### src/rtl/cv32e40s_data_obi_arbiter.sv
// cv32e40s_data_obi_arbiter
// Shares the data-side OBI transaction port between the LSU (port 0) and a
// secondary master (port 1). It arbitrates the A channel, bounds the number of
// outstanding transactions, and routes in-order responses back through an ID FIFO.
// Define CV32E40S_DOBI_ARB_RR_EN for round-robin arbitration. When it is left
// undefined, the arbiter uses fixed priority and port 0 always wins.
//
// There is no multi-state FSM here. The only sequencing state is the lock:
//   state    | meaning
//   unlocked | grant follows arbitration of the current valids
//   locked   | an offered request stalled; grant held on lock_id until handshake
module cv32e40s_data_obi_arbiter #(
  parameter int MAX_OUTSTANDING = 2,
  parameter int REQ_W           = 69,
  parameter int RESP_W          = 33
) (
  input  logic              clk,
  input  logic              rst,
  input  logic              req0_valid_i,
  output logic              req0_ready_o,
  input  logic [REQ_W-1:0]  req0_i,
  input  logic              req1_valid_i,
  output logic              req1_ready_o,
  input  logic [REQ_W-1:0]  req1_i,
  output logic              resp0_valid_o,
  output logic [RESP_W-1:0] resp0_o,
  output logic              resp1_valid_o,
  output logic [RESP_W-1:0] resp1_o,
  output logic              trans_valid_o,
  input  logic              trans_ready_i,
  output logic [REQ_W-1:0]  trans_o,
  input  logic              resp_valid_i,
  input  logic [RESP_W-1:0] resp_i
);

  localparam int CNT_W = $clog2(MAX_OUTSTANDING + 1);
  localparam int PTR_W = (MAX_OUTSTANDING > 1) ? $clog2(MAX_OUTSTANDING) : 1;
  localparam logic [CNT_W-1:0] MAX_CNT  = CNT_W'(MAX_OUTSTANDING);
  localparam logic [PTR_W-1:0] LAST_PTR = PTR_W'(MAX_OUTSTANDING - 1);

  logic [CNT_W-1:0]           r_cnt;
  logic [MAX_OUTSTANDING-1:0] r_fifo;
  logic [PTR_W-1:0]           r_wptr;
  logic [PTR_W-1:0]           r_rptr;
  logic                       r_lock;
  logic                       r_lock_id;
`ifdef CV32E40S_DOBI_ARB_RR_EN
  logic                       r_rr_last;
`endif

  logic w_grant;
  logic w_valid;
  logic w_hs;
  logic w_pop;
  logic w_head;

  function automatic logic [PTR_W-1:0] ptr_inc(input logic [PTR_W-1:0] p);
    return (p == LAST_PTR) ? '0 : p + PTR_W'(1);
  endfunction

  // Grant selection: a stalled request keeps its grant so that OBI addr/req stay stable.
  always_comb begin
    w_grant = 1'b0;
    if (r_lock) begin
      w_grant = r_lock_id;
    end else if (req0_valid_i && req1_valid_i) begin
`ifdef CV32E40S_DOBI_ARB_RR_EN
      w_grant = ~r_rr_last;
`else
      w_grant = 1'b0;
`endif
    end else begin
      w_grant = req1_valid_i & ~req0_valid_i;
    end
  end

  // The combinational datapath. Every output is forced low while reset is held.
  always_comb begin
    w_valid       = ~rst & (req0_valid_i | req1_valid_i) & (r_cnt < MAX_CNT);
    w_hs          = w_valid & trans_ready_i;
    // A response arriving with nothing outstanding is dropped, so the counter cannot underflow.
    w_pop         = ~rst & resp_valid_i & (r_cnt != '0);
    w_head        = r_fifo[r_rptr];
    trans_valid_o = w_valid;
    trans_o       = rst ? '0 : (w_grant ? req1_i : req0_i);
    req0_ready_o  = w_hs & ~w_grant;
    req1_ready_o  = w_hs & w_grant;
    resp0_valid_o = w_pop & ~w_head;
    resp1_valid_o = w_pop & w_head;
    resp0_o       = rst ? '0 : resp_i;
    resp1_o       = rst ? '0 : resp_i;
  end

  // Outstanding counter and ID FIFO. A push and a pop in the same cycle leave the count unchanged.
  always_ff @(posedge clk or posedge rst) begin
    if (rst) begin
      r_cnt  <= '0;
      r_fifo <= '0;
      r_wptr <= '0;
      r_rptr <= '0;
    end else begin
      if (w_hs && !w_pop) begin
        r_cnt <= r_cnt + CNT_W'(1);
      end else if (!w_hs && w_pop) begin
        r_cnt <= r_cnt - CNT_W'(1);
      end
      if (w_hs) begin
        r_fifo[r_wptr] <= w_grant;
        r_wptr         <= ptr_inc(r_wptr);
      end
      if (w_pop) begin
        r_rptr <= ptr_inc(r_rptr);
      end
    end
  end

  // Lock: set when a request is offered but not accepted, and clear on the handshake.
  always_ff @(posedge clk or posedge rst) begin
    if (rst) begin
      r_lock    <= 1'b0;
      r_lock_id <= 1'b0;
    end else if (w_hs) begin
      r_lock    <= 1'b0;
    end else if (w_valid) begin
      r_lock    <= 1'b1;
      r_lock_id <= w_grant;
    end
  end

`ifdef CV32E40S_DOBI_ARB_RR_EN
  // Round-robin history. It resets to 1 so that port 0 wins the first contested grant.
  always_ff @(posedge clk or posedge rst) begin
    if (rst) begin
      r_rr_last <= 1'b1;
    end else if (w_hs) begin
      r_rr_last <= w_grant;
    end
  end
`endif

`ifndef SYNTHESIS
  a_req0_hold: assert property (@(posedge clk) disable iff (rst)
    (req0_valid_i && !req0_ready_o) |=> (req0_valid_i && $stable(req0_i)));
  a_req1_hold: assert property (@(posedge clk) disable iff (rst)
    (req1_valid_i && !req1_ready_o) |=> (req1_valid_i && $stable(req1_i)));
  a_resp_empty: assert property (@(posedge clk) disable iff (rst)
    resp_valid_i |-> (r_cnt != '0));
`endif

endmodule

### config.mk
export PLATFORM = sky130hd
export DESIGN_NAME = cv32e40s_data_obi_arbiter
export DESIGN_NICKNAME = d
export VERILOG_FILES = /design/src/rtl/cv32e40s_data_obi_arbiter.sv
export SDC_FILE = /design/constraint.sdc
export NUM_CORES = 1
export LEC_CHECK = 0
export CAP_MARGIN = 20
export CORE_AREA = 2 2 124 126
export DETAILED_ROUTE_END_ITERATION = 8
export DIE_AREA = 0 0 126 128
export GPL_TIMING_DRIVEN = 0
export PLACE_DENSITY = 0.66
export SLEW_MARGIN = 5
export SYNTH_ARGS = -nofsm -noshare
export SYNTH_HDL_FRONTEND = slang
export SYNTH_SLANG_ARGS = --single-unit
### constraint.sdc
create_clock -name clk -period 1.7 [get_ports clk]
set_clock_uncertainty 0.05 [all_clocks]
set_input_delay 0.34 -clock clk [delete_from_list [all_inputs] [get_ports clk]]
set_output_delay 0.34 -clock clk [all_outputs]
set_load 0.01 [all_outputs]
Word-level counts from Yosys, hierarchy flattened
Cells that the tools add are included.
{"block": "word_totals", "register_bits": 8, "inputBits": 177}
{"block": "op_classes", "addsub": 4, "magnitude_cmp": 4, "n_mux": 16, "n_bitwise": 16, "reduce_logical": 10}
{"op": "two-way mux 69 bit", "count": 2}
{"op": "two-way mux 33 bit", "count": 1}
{"op": "bitwise AND 1 bit", "count": 10}
{"op": "two-way mux 1 bit", "count": 9}
{"op": "nonzero test 2 bit", "count": 3}
{"op": "inverter 1 bit", "count": 5}
{"op": "logical AND 1 bit", "count": 4}
{"op": "< comparator 1 x 2 -> 1 bit, second input constant", "count": 2}
{"op": "two-way mux 2 bit", "count": 2}
{"op": "adder 1 bit, second input constant", "count": 2}
{"op": "adder 2 x 1 -> 2 bit, second input constant", "count": 1}
{"op": "bitwise mux 2 bit", "count": 1}
{"op": "zero test 1 bit", "count": 2}
{"op": "< comparator 2 bit, second input constant", "count": 1}
{"op": "AND reduction 2 bit", "count": 1}
{"op": "subtractor 2 x 1 -> 2 bit, second input constant", "count": 1}
{"op": "demux 1 bit (select 1 bit)", "count": 1}
{"op": "greater-or-equal comparator 1 bit, second input constant", "count": 1}
{"op": "OR 1 bit", "count": 1}

Longest topological paths before layout
{"block": "logic_depth", "ltp_word": 8, "ltp_mapped": 7}

Least setup slack after synthesis
OpenSTA, ideal clock, no wires.
{"block": "synth_path", "path_kind": "register -> register", "from": "register r_cnt[1]", "to": "register r_cnt[1]", "setup_time_ps": 125, "arrival_ps": 1586, "required_time_ps": 1525, "slack_ps": -62, "path_stages_with_launch": 8, "period_less_slack_ps": 1762, "cell_sequence": "dfrtp_1 or2_4 or3_4 inv_2 ha_1 xor2_1 nor2_1 xor2_1"}
{"block": "synth_via", "elab_chain_cells": 6, "elab_cells_between_ends": 14, "cone_classes": "2 x add/sub; 1 x order compare; 2 x mux; 3 x bitwise; 6 x reduce/logical"}
{"item": "start, declared", "line_no": "41", "rtl": "logic [CNT_W-1:0] r_cnt;"}
{"item": "start signal, assigned", "line_no": "103", "rtl": "r_cnt <= r_cnt + CNT_W'(1);"}
{"item": "start signal, assigned", "line_no": "105", "rtl": "r_cnt <= r_cnt - CNT_W'(1);"}
{"item": "< comparator 2 bit", "line_no": "79", "rtl": "w_valid = ~rst & (req0_valid_i | req1_valid_i) & (r_cnt < MAX_CNT);"}
{"item": "bitwise AND 1 bit", "line_no": "79"}
{"item": "bitwise AND 1 bit", "line_no": "80", "rtl": "w_hs = w_valid & trans_ready_i;"}
{"item": "zero test 1 bit", "line_no": "104", "rtl": "end else if (!w_hs && w_pop) begin"}
{"item": "logical AND 1 bit", "line_no": "104"}
{"item": "nonzero test 2 bit (no source line)"}
Parallel ways exist; a longest one is shown, timed or not. The select of a mux whose other input is x is not followed.
A chain may end at the register's enable or synchronous reset.

Final worst setup path
{"block": "layout_path", "from": "register r_lock", "to": "output port trans_o[46]"}
{"block": "layout_via", "elab_chain_cells": 3}
{"item": "start, declared", "line_no": "45", "rtl": "logic r_lock;"}
{"item": "start signal, assigned", "line_no": "120", "rtl": "r_lock <= 1'b0;"}
{"item": "start signal, assigned", "line_no": "123", "rtl": "r_lock <= 1'b0;"}
{"item": "start signal, assigned", "line_no": "125", "rtl": "r_lock <= 1'b1;"}
{"item": "two-way mux 1 bit", "line_no": "64", "rtl": "if (r_lock) begin"}
{"item": "two-way mux 69 bit (2 in series)", "line_no": "85", "rtl": "trans_o = rst ? '0 : (w_grant ? req1_i : req0_i);"}
{"item": "end, declared", "line_no": "31", "rtl": "output logic [REQ_W-1:0] trans_o,"}
Every way passes these cells.

==> flow_metrics.py <==
metrics = {
    "status": {
        "status": "finished with violations",
        "violations": "setup timing",
    },
    "timing": {
        "tightest_slew_ns": 0.5317,
        "clock.fmax_ghz": 0.4750,
        "finalHoldViolCount": 0,
        "rsz0062_at_grt": "true",
        "slew_viol_final": 0,
        "setup_viol": 76,
        "period_share": 1.239,
        "setup_ws_ns": -0.4055,
        "max_slew_margin": 0.6442,
        "fin_crit_ns": 2.105,
    },
    "worst_setup_path": {
        "crit_fanout": 5,
        "end_kind": "output port",
        "start_kind": "flop",
        "arrival_ns": 1.72,
        "worstSetupPathType": "flop to output port",
        "cp_data_required_time_ns": 1.31,
        "r2r_cells": 8,
    },
    "global_route": {
        "grt_max_degree": 18,
        "grt.total_usage": 0.1531,
        "overflow": 0,
        "grt_pass1_vias": 3421,
        "grt_first_pass_wirelength_mm": 19.46,
        "antenna_found_initial": 1,
    },
    "cells_and_area": {
        "syn2layout_area_growth_pct": 178.3,
        "final_cell_mix": "clkdlybuf4s50_1, nand2_1, buf_2",
        "utilization": 0.4160,
        "multi_input_area_um2": 1972,
        "seq_area_um2": 200.2,
        "layout.nets": 868,
        "drive_above_1_share": 0.3634,
        "design_area_um2": 6183,
        "final_common_cell": "clkdlybuf4s50_1",
        "n_fill_cell": 1564,
    },
    "clock_network": {
        "numCtsBuffers": 3,
        "cts_tree": "done",
        "clk_latency_ns": 0.24,
        "clkSinkCount": 8,
        "cts-root-buf": "clkbuf_16",
        "path_clk_slew_ns": 0.04,
        "htree_levels": 1,
        "ctsLongestPathBuffers": 2,
    },
    "yosys": {
        "synth_warnings": 0,
        "synth_top_cell_area_share": 0.3198,
        "synth_top_area_cell": "mux2i_1",
        "ys_types": 23,
        "synth_area_per_cell_um2": 6.594,
        "synth-seq-cells": 8,
        "syn_nets": 515,
        "synthTopCellsByArea": "mux2i_1, nand2_1, buf_4",
        "seq_area_frac_synth": 0.09009,
        "syn_area_um2": 2222,
        "synth_cells": 337,
    },
    "routing": {
        "viasPerCell": 4.039,
        "vias": 3542,
        "drt_iter0_markers": 69,
        "wl_per_cell_um": 15.69,
        "drt_wl_total_mm": 13.76,
        "drc": 0,
        "drtPass1Iterations": 4,
        "ant_nets": 0,
    },
    "placed_design": {
        "dpl_cell_area_um2": 5644,
        "dpl.hpwl_mm": 10.60,
        "pre_cts_ws_ns": -1.610,
        "routabilityCongestion": 0.7387,
        "port_buffers": 316,
    },
    "run": {
        "maxCapViolCount": 0,
    },
    "die": {
        "start_util": 0.1495,
        "core_region_area_um2": 14860,
        "ios": 317,
        "die-area_um2": 16130,
        "rows": 45,
        "die_w_um": 126,
        "die_h_um": 128,
    },
    "power": {
        "peakVddDrop_uv": 363.4,
        "p_per_area_nw_per_um2": 837.8,
        "p_leak_nw": 3.240,
    },
    "worst_hold_path": {
        "min_path_type": "input port to asynchronous set/reset pin",
    },
}
state kept, by name, indices dropped and copies added (netlist names):
name / cells
r_fifo: 2
r_lock_id: 1
r_rptr: 1
r_cnt: 2
r_wptr: 1
r_lock: 1
cell families after synthesis:
logic type	after synthesis	synth area share
AND/OR/NAND/NOR	182	0.3581
buffers and inverters	63	0.1757
flip-flops	8	0.09009
multiplexers	72	0.3249
adder cells (fa/ha/maj)	1	0.005630
AO/OA/AOI/OAI	6	0.02590
XOR/XNOR	5	0.01971
synth_stat cells (all sizes together):
cell type,instances
o211ai,1
and2,1
or3,1
ha,1
nor4,1
o21a,1
xor2,2
and2b,3
mux2i,71
mux2,1
inv,4
xnor2,3
clkbuf,14
o41ai,2
dfrtp,8
o31ai,2
nor2,5
nor2b,32
buf,45
or2,1
nand2,138
repair_timing:
action                     CTS  global route
setup endpoints to repair  147           106
gates resized for setup    502            95
setup buffers               18            10
cloned                       3             5
hold buffers                 0             0
pin swaps                    5             4
power by group:
| group | internal, mW | total [mW] | switching, mW | leakage (nW) |
|---|---|---|---|---|
| clock | 0.304 | 0.404 | 0.100 | 0.0370 |
| sequential | 0.287 | 0.373 | 0.0865 | 0.0970 |
| combinational | 2.59 | 4.40 | 1.81 | 3.11 |
| total | 3.18 | 5.18 | 2.00 | 3.24 |
metal layers:
layer / global-route usage / vias to the layer above / routed length (um) / part of all wire
met4: 0.02069 / 0 / 84 / 0.0061
met3: 0.03548 / 6 / 1094 / 0.079
met1: 0.1766 / 1584 / 5155 / 0.37
met2: 0.2932 / 195 / 7428 / 0.54
li1: - / 1757 / - / -
met5: 0 / - / 0 / 0
through the flow:
| step | power (mW) | setup TNS, ns | hold slack [ns] | instances |
|---|---|---|---|---|
| final | 5.181 | -24.69 | 0.4388 | 877 |
| after global routing | 5.478 | -29.45 | 0.4892 | 876 |
| after CTS | 4.624 | -26.65 | 0.4422 | 865 |
| after detailed placement | 3.739 | -160.51 | 0.4358 | 841 |
| after global placement | 3.743 | -160.95 | 0.4305 | 841 |
| after floorplan | 2.023 | -0.05311 | 0.4146 | 337 |
cell type report:
cell class | instances | area share
multi-input cells | 266 | 0.3189
inverters | 4 | 0.002833
well taps | 188 | 0.03804
clock buffers | 3 | 0.01214
diodes | 1 | 0.0004047
repair buffers | 348 | 0.5055
plain buffers | 59 | 0.08984
flip-flops and latches | 8 | 0.03238
final timing paths:
check / start / end / slack, ns
max: r_lock$_DFFE_PP0P_ / trans_o[46] / -0.41
min: rst / r_fifo[0]$_DFFE_PP0P_ / 0.44
max reg2reg: r_cnt[1]$_DFFE_PP0P_ / r_cnt[1]$_DFFE_PP0P_ / -0.14
min reg2reg: r_rptr$_DFFE_PP0P_ / r_rptr$_DFFE_PP0P_ / 0.44
max in group asynchronous: rst / r_rptr$_DFFE_PP0P_ / 0.98
min in group clk: r_rptr$_DFFE_PP0P_ / r_rptr$_DFFE_PP0P_ / 0.44
worst max-delay path: stages, from the launching register on:
cell and delay [ns]:
dfrtp_1 0.37, mux2i_2 0.23, buf_6 0.17, buf_12 0.17
buf_8 0.14, mux2i_4 0.25, buf_6 0.13
Note: power is estimated with default switching activity, not from simulation.
